`src/rtl/seq_det_pkg.sv`:
```
// Shared types and helpers for the programmable sequence detector.
package seq_det_pkg;

    typedef enum logic {
        UNCFG = 1'b0,
        RUN   = 1'b1
    } state_t;

    function automatic int len_w(input int pat_max);
        return $clog2(pat_max + 1);
    endfunction

endpackage

```
`src/rtl/seq_window_cmp.sv`:
```
// Masked compare of the bit window against the low 'len' pattern bits.
// Purely combinational; no flow control.
module seq_window_cmp
    import seq_det_pkg::*;
#(
    parameter  int PAT_MAX = 8,
    localparam int LEN_W   = len_w(PAT_MAX)
) (
    input  logic [PAT_MAX-1:0] window,
    input  logic [PAT_MAX-1:0] pattern,
    input  logic [LEN_W-1:0]   len,
    output logic               match
);

    always_comb begin
        match = 1'b1;
        for (int i = 0; i < PAT_MAX; i++) begin
            if ((i < int'(len)) && (window[i] != pattern[i])) begin
                match = 1'b0;
            end
        end
    end

endmodule

```
`src/rtl/seq_detector_prog.sv`:
```
// Runtime-programmable serial pattern detector: Mealy hit, registered hit, saturating count.
// detected is same-cycle, detected_q one cycle later; input is qualified by din_valid only.
module seq_detector_prog
    import seq_det_pkg::*;
#(
    parameter  int PAT_MAX = 8,
    parameter  int CNT_W   = 16,
    localparam int LEN_W   = len_w(PAT_MAX)
) (
    input  logic               clk,
    input  logic               reset_n,
    input  logic               cfg_load,
    input  logic [PAT_MAX-1:0] pattern,
    input  logic [LEN_W-1:0]   pat_len,
    input  logic               overlap_en,
    input  logic               din_valid,
    input  logic               din,
    input  logic               cnt_clr,
    output logic               detected,
    output logic               detected_q,
    output logic [CNT_W-1:0]   match_count,
    output logic               cfg_err,
    output logic               armed
);

    state_t               state_q;
    state_t               state_d;
    logic [PAT_MAX-2:0]   hist;
    logic [LEN_W-1:0]     fill;
    logic [PAT_MAX-1:0]   pat_q;
    logic [LEN_W-1:0]     len_q;
    logic                 overlap_q;

    logic [PAT_MAX-1:0]   window;
    logic                 win_match;
    logic                 cfg_legal;
    logic [LEN_W:0]       fill_p1;
    logic                 fill_ok;
    logic [LEN_W-1:0]     fill_inc;
    logic                 hit;

    assign window    = {hist, din};
    assign cfg_legal = (pat_len != '0) && (int'(pat_len) <= PAT_MAX);
    // fill >= len-1 written as fill+1 >= len so len=1 cannot underflow
    assign fill_p1   = {1'b0, fill} + {{LEN_W{1'b0}}, 1'b1};
    assign fill_ok   = fill_p1 >= {1'b0, len_q};
    assign fill_inc  = (int'(fill) == PAT_MAX) ? fill : fill + 1'b1;

    seq_window_cmp #(
        .PAT_MAX (PAT_MAX)
    ) u_cmp (
        .window  (window),
        .pattern (pat_q),
        .len     (len_q),
        .match   (win_match)
    );

    // A config load takes priority over the data bit presented in the same cycle.
    assign hit      = (state_q == RUN) && din_valid && !cfg_load && fill_ok && win_match;
    assign detected = hit;

    always_comb begin
        state_d = state_q;
        if (cfg_load) begin
            state_d = cfg_legal ? RUN : UNCFG;
        end
    end

    always_ff @(posedge clk) begin
        if (!reset_n) begin
            state_q <= UNCFG;
            armed   <= 1'b0;
        end else begin
            state_q <= state_d;
            armed   <= (state_d == RUN);
        end
    end

    always_ff @(posedge clk) begin
        if (!reset_n) begin
            hist      <= '0;
            fill      <= '0;
            pat_q     <= '0;
            len_q     <= '0;
            overlap_q <= 1'b0;
            cfg_err   <= 1'b0;
        end else if (cfg_load) begin
            hist    <= '0;
            fill    <= '0;
            cfg_err <= !cfg_legal;
            if (cfg_legal) begin
                pat_q     <= pattern;
                len_q     <= pat_len;
                overlap_q <= overlap_en;
            end
        end else if (din_valid && (state_q == RUN)) begin
            hist <= window[PAT_MAX-2:0];
            fill <= (hit && !overlap_q) ? '0 : fill_inc;
        end
    end

    always_ff @(posedge clk) begin
        if (!reset_n) begin
            detected_q  <= 1'b0;
            match_count <= '0;
        end else begin
            detected_q <= hit;
            if (cnt_clr) begin
                match_count <= '0;
            end else if (hit && !(&match_count)) begin
                match_count <= match_count + 1'b1;
            end
        end
    end

endmodule

```
`config.mk`:
```
export PLATFORM = sky130hd
export DESIGN_NAME = seq_detector_prog
export DESIGN_NICKNAME = d
export VERILOG_FILES = /design/src/rtl/seq_det_pkg.sv /design/src/rtl/seq_window_cmp.sv /design/src/rtl/seq_detector_prog.sv
export SDC_FILE = /design/constraint.sdc
export NUM_CORES = 1
export LEC_CHECK = 0
export CELL_PAD_IN_SITES_DETAIL_PLACEMENT = 1
export CELL_PAD_IN_SITES_GLOBAL_PLACEMENT = 2
export CORE_MARGIN = 2
export CORE_UTILIZATION = 34
export DETAILED_ROUTE_END_ITERATION = 8
export GPL_ROUTABILITY_DRIVEN = 0
export PLACE_DENSITY = 0.82
export SLEW_MARGIN = 20
export SYNTH_ARGS = -nofsm -noshare
export SYNTH_HDL_FRONTEND = slang
export SYNTH_SLANG_ARGS = --single-unit
export TNS_END_PERCENT = 100
```
`constraint.sdc`:
```
create_clock -name clk -period 3.8 [get_ports clk]
set_input_delay 0.76 -clock clk [delete_from_list [all_inputs] [get_ports clk]]
set_output_delay 0.76 -clock clk [all_outputs]
set_load 0.02 [all_outputs]
```
# == Word level (Yosys, flattened, before mapping) ==
# Index checks and enable logic that the tools add are counted.
# op_classes
addsub,3
multipliers,0
n_div,0
n_lt_le_gt_ge,10
eq_ne,10
shifts,0
muxes,11
n_bitwise,1
n_reduce_logical,25
# ops
operator,n
adder 16 x 1 -> 16 bit (second input constant),1
< comparator 3 x 4 -> 1 bit (first input constant),4
AND reduction 16 bit,1
logical AND 1 bit,15
two-way mux 1 bit,9
< comparator 1 x 4 -> 1 bit (first input constant),2
< comparator 2 x 4 -> 1 bit (first input constant),2
two-way mux 4 bit,2
!= test 1 bit,8
adder 4 x 1 -> 5 bit (second input constant),1
>= comparator 5 x 4 -> 1 bit,1
adder 4 x 1 -> 4 bit (second input constant),1
== test 4 bit (second input constant),1
less-or-equal comparator 4 bit (second input constant),1
zero test 1 bit,4
AND reduction 2 bit,2
nonzero test 4 bit,1
OR reduction 2 bit,2
!= test 2 x 1 -> 1 bit (second input constant),1
NOT 1 bit,1
# word_totals
register_bits,43
latch_bits,0
ram_bits,0
mem_bits_ro,0
in_bits,19
output_inout_bits,20
word_cells,69
memories,0

# == Depth between registers and ports, before layout ==
# logic_depth
word_depth,14
depth_mapped,10

# == Cells and area by module ==
# A second synthesis with hierarchy kept.
# hier_totals
cells_unflattened,248
area_unflattened_um2,2189.6
# by_module_without_submodules
mod,n_inst,cells_per_inst,area_each_um2,seq_area_each_um2
seq_detector_prog,1,230,2042.0,860.8
seq_window_cmp,1,18,147.6,0.0

# == Worst setup path before layout ==
# Ideal clock, no wire load.
# synth_path
path_type,input -> output
from,in din
to,out detected
t_arrival_ps,1890
required_ps,3040
setup_slack_ps,1150
path_stages,6
n_path_buf,1
path_cell_list,xor2_1 > o21a_1 > a2111oi_4 > nand4_4 > buf_6 > inv_2
# synth_between
elab_chain_cells,11
# synth_rtl
element,line,source
start: declaration,seq_detector_prog.sv:17,"input logic din,"
!= test 1 bit,seq_window_cmp.sv:18,if ((i < int'(len)) && (window[i] != pattern[i])) begin
logical AND 1 bit,seq_window_cmp.sv:18,
two-way mux 1 bit (8 in series),seq_window_cmp.sv:18,
logical AND 1 bit,seq_detector_prog.sv:59,assign hit = (state_q == RUN) && din_valid && !cfg_load && fill_ok && win_match;
end: declaration,seq_detector_prog.sv:19,"output logic detected,"
# Every way passes these cells.

# == Worst setup path in the final report ==
# Ends and elaborated chain as after synthesis.

==> impl_metrics.csv <==
group,metric,value,unit
global_route,grt_pass1_vias,1868,
global_route,wire_length_of_the_first_global_routing_pass,9490,um
synthesis,fraction_of_registers_with_async_set_reset,0,%
min_path,min-delay-start,"hist[6]",
clock_tree,tritoncts.num_buffers,5,
synthesis,syn-num-nets,277,
outcome,outcome,"finished, final reports clean",
clock_tree,cts.sink_count,43,
routing,detail_route.vias_per_cell,5.37,
worst_setup_path,worst-setup-path-type,"input pin to output port",
worst_setup_path,endpoint_kind,"output port",
clock_tree,clockRootBuffer,"clkbuf_8",
sta,post-route-period-util,94.3,%
floorplanning,floorplan.die.width,84.2,um
placed_design,dpl.hpwl,3950,um
sta,period_needed,3.58,ns
routing,wl_per_cell,15.0,um
synthesis,synth-edff-count,0,
power,power_report.internal_total,766,uW
synthesis,synth_seq_cells,43,
floorplanning,die_area,0.00709,mm^2
synthesis,postSynth.topFlopCell,"dfxtp_1",
synthesis,synth.yosys.seq_area_share,39.3,%
clock_tree,post_cts.repair.setup_buffers,0,
job,drv.max_cap_violation_count,0,
sta,relSlewSlack,43.4,%
power,power_per_cell_area,359,mW/mm^2
routing,first_drt_pass_iteration_count,4,
worst_setup_path,critPathLaunch,"din",
floorplanning,placementRows,29,
sta,timing_worst_slew_pin_value,0.850,ns
sta,finalHoldViolations,0,
synthesis,netlist_instances,251,
finish,final_layout_size_suffix_gt1_share,7.34,%
global_route,grt_antenna_before_repair,0,
floorplanning,fp.coreArea,0.00628,mm^2
sta,timing.fmax,279,MHz
min_path,hold_class,"register to register",
worst_setup_path,timing.critical_path.fanout_max,4,
finish,area_delta_synth_final,25.1,%
worst_setup_path,critPathRequiredTime,3.04,ns
routing,first_iter_violations,50,
finish,area_of_all_placed_cells_without_fillers,0.00274,mm^2
clock_tree,cts_max_level,2,
finish,finish.net_count,311,
floorplanning,io-pin-count,39,
clock_tree,cts_hold_buf,0,
clock_tree,post_cts.resized_instances,0,
routing,total_number_of_vias,1950,
worst_setup_path,origin_of_the_critical_flop_to_flop_path,"fill[0]",
finish,antenna_cells,0,
sta,totalNegativeSetupSlack,0,ns
worst_setup_path,critPathLaunchType,"input pin",
clock_tree,cts.clk_slew.worst_paths,0.07,ns
power,leakagePower,0.00101,uW
sta,slew_viol_final,0,
synthesis,synth.yosys.warnings,0,
routing,drc,0,
routing,drtAntennaViolNets,0,
power,clock_power_share,43.3,%
power,reg_power_share,47.7,%
clock_tree,clock_tree_from_tritoncts,"built",
placed_design,dp_worst_setup_slack,0.192,ns
sta,rsz0062_at_grt,"no",
synthesis,synth.avg_cell_area,8.72,um^2
global_route,maximum_number_of_pins_on_one_net_before_global_route_repair,28,
clock_tree,clkLatencyLatePin,0.30,ns
synthesis,mappedNetlistArea,0.00219,mm^2
sta,setup_ws_final,0.217,ns
sta,finalClockSkew,0.0109,ns
worst_setup_path,cp_data_arrival_time,2.82,ns
placed_design,placement.cell_area,0.00261,mm^2
power,netSwitchingFraction,22.0,%
power,power.ir.vdd_worst,0.159,mV
global_route,globalRouteOverflowTotal,0,
power,pwr-share-comb,9.0,%
floorplanning,start_util,34.9,%
floorplanning,die_h,84.2,um
clock_tree,maximum_buffer_depth_of_the_clock_tree,2,
routing,drt_wl_total,5450,um
placed_design,io_buffers,38,
global_route,overall_track_demand_over_capacity_in_global_routing,16.4,%
sta,finalSetupViolations,0,
power,psw,216,uW
synthesis,synth.distinct_cells,43,
[routing by layer]
layer | up-vias | GRT usage (%) | wire [um] | part of all wire (%)
li1 | 962 | - | - | -
met1 | 945 | 23.9 | 2710 | 50
met5 | - | 0 | 0 | 0
met3 | 5 | 3.24 | 193 | 3.5
met4 | 0 | 5.28 | 78 | 1.4
met2 | 38 | 24.5 | 2470 | 45
[cells in the mapped netlist (5+ instances only)]
cell type / count / area (um^2)
and3_1: 5 / 31.3
ha_1: 7 / 87.6
nor3_1: 8 / 40.0
mux2i_1: 17 / 170
xor2_1: 9 / 78.8
inv_1: 5 / 18.8
a21oi_1: 22 / 110
nor2_1: 20 / 75.1
nand3_1: 9 / 45.0
o31ai_1: 9 / 67.6
nand2_1: 30 / 113
dfxtp_1: 43 / 861
clkbuf_1: 5 / 18.8
or4_1: 9 / 67.6
nand2b_1: 5 / 31.3
nand4_1: 5 / 31.3
[flip-flops by register name, indices dropped and copies added (netlist names)]
| signal | count |
|---|---|
| cfg_err | 1 |
| fill | 4 |
| pat_q | 8 |
| detected_q | 1 |
| state_q | 1 |
| hist | 7 |
| len_q | 4 |
| overlap_q | 1 |
| match_count | 16 |
[per-stage QoR]
stage	utilization (%)	power [uW]	hold WS [ns]	std cells
2_1_floorplan	-	529	0.448	251
3_3_place_gp	41.5	566	0.465	355
3_5_place_dp	41.5	569	0.467	355
4_1_cts	43.6	1000	0.478	363
5_1_grt	43.6	1030	0.506	363
6_report	43.6	982	0.473	363
[path summary, 6_finish.rpt]
path	to	slack, ns	cells after the start
worst max-delay path	detected	0.22	7
worst min-delay path	hist[6]	0.47	2
worst max register to register	match_count[8]	1.26	9
worst min register to register	hist[6]	0.47	2
[logic make-up (layout without fill, tap and decap cells)]
family	after synthesis	count (layout)	synth area share (%)
xor+xnor	13	13	5.20
mux	17	17	7.78
buf+inv	19	54	4.29
compound gates	47	47	14.0
fa+ha+maj	7	7	4.00
simple gates	105	105	25.4
flops	43	43	39.3
[worst max-delay path, stage by stage]
cell	delay [ns]
clkdlybuf4s50_1	0.46
xor2_1	0.19
o21a_1	0.23
a2111oi_4	0.33
nand4_4	0.15
inv_2	0.10
clkdlybuf4s50_1	0.60
[layout by cell type, fill, tap and decap left out, types with 2 or more instances in the layout]
cell	instances
dfxtp_1	43
clkdlybuf4s50_1	38
nand2_1	30
a21oi_1	22
nor2_1	20
mux2i_1	17
xor2_1	9
nand3_1	9
o31ai_1	9
or4_1	9
nor3_1	8
ha_1	7
inv_1	5
nand2b_1	5
and3_1	5
nand4_1	5
clkbuf_8	5
xnor2_1	4
o21ai_1	4
or2_2	4
a211oi_1	2
o21ai_0	2
and2_1	2
inv_2	2
bufinv_16	2
[area by class of cell]
cell class,count,area [um^2]
Sequential cell,43,861
Inverter,7,26.3
Tap cell,77,96.3
Timing Repair Buffer,39,388
Multi-Input combinational cell,189,1230
Clock buffer,6,72.6
Fill cell,752,3540
Clock inverter,2,60.1
[power by group through the flow]
stage,Combinational (uW),Clock [uW],Sequential [uW]
2_1_floorplan,50.2,0,478
3_3_place_gp,87.5,0,479
3_5_place_dp,90.1,0,479
4_1_cts,90.5,443,469
5_1_grt,98.3,459,470
6_report,88.6,425,468
Power figures use the tool's default switching activity.
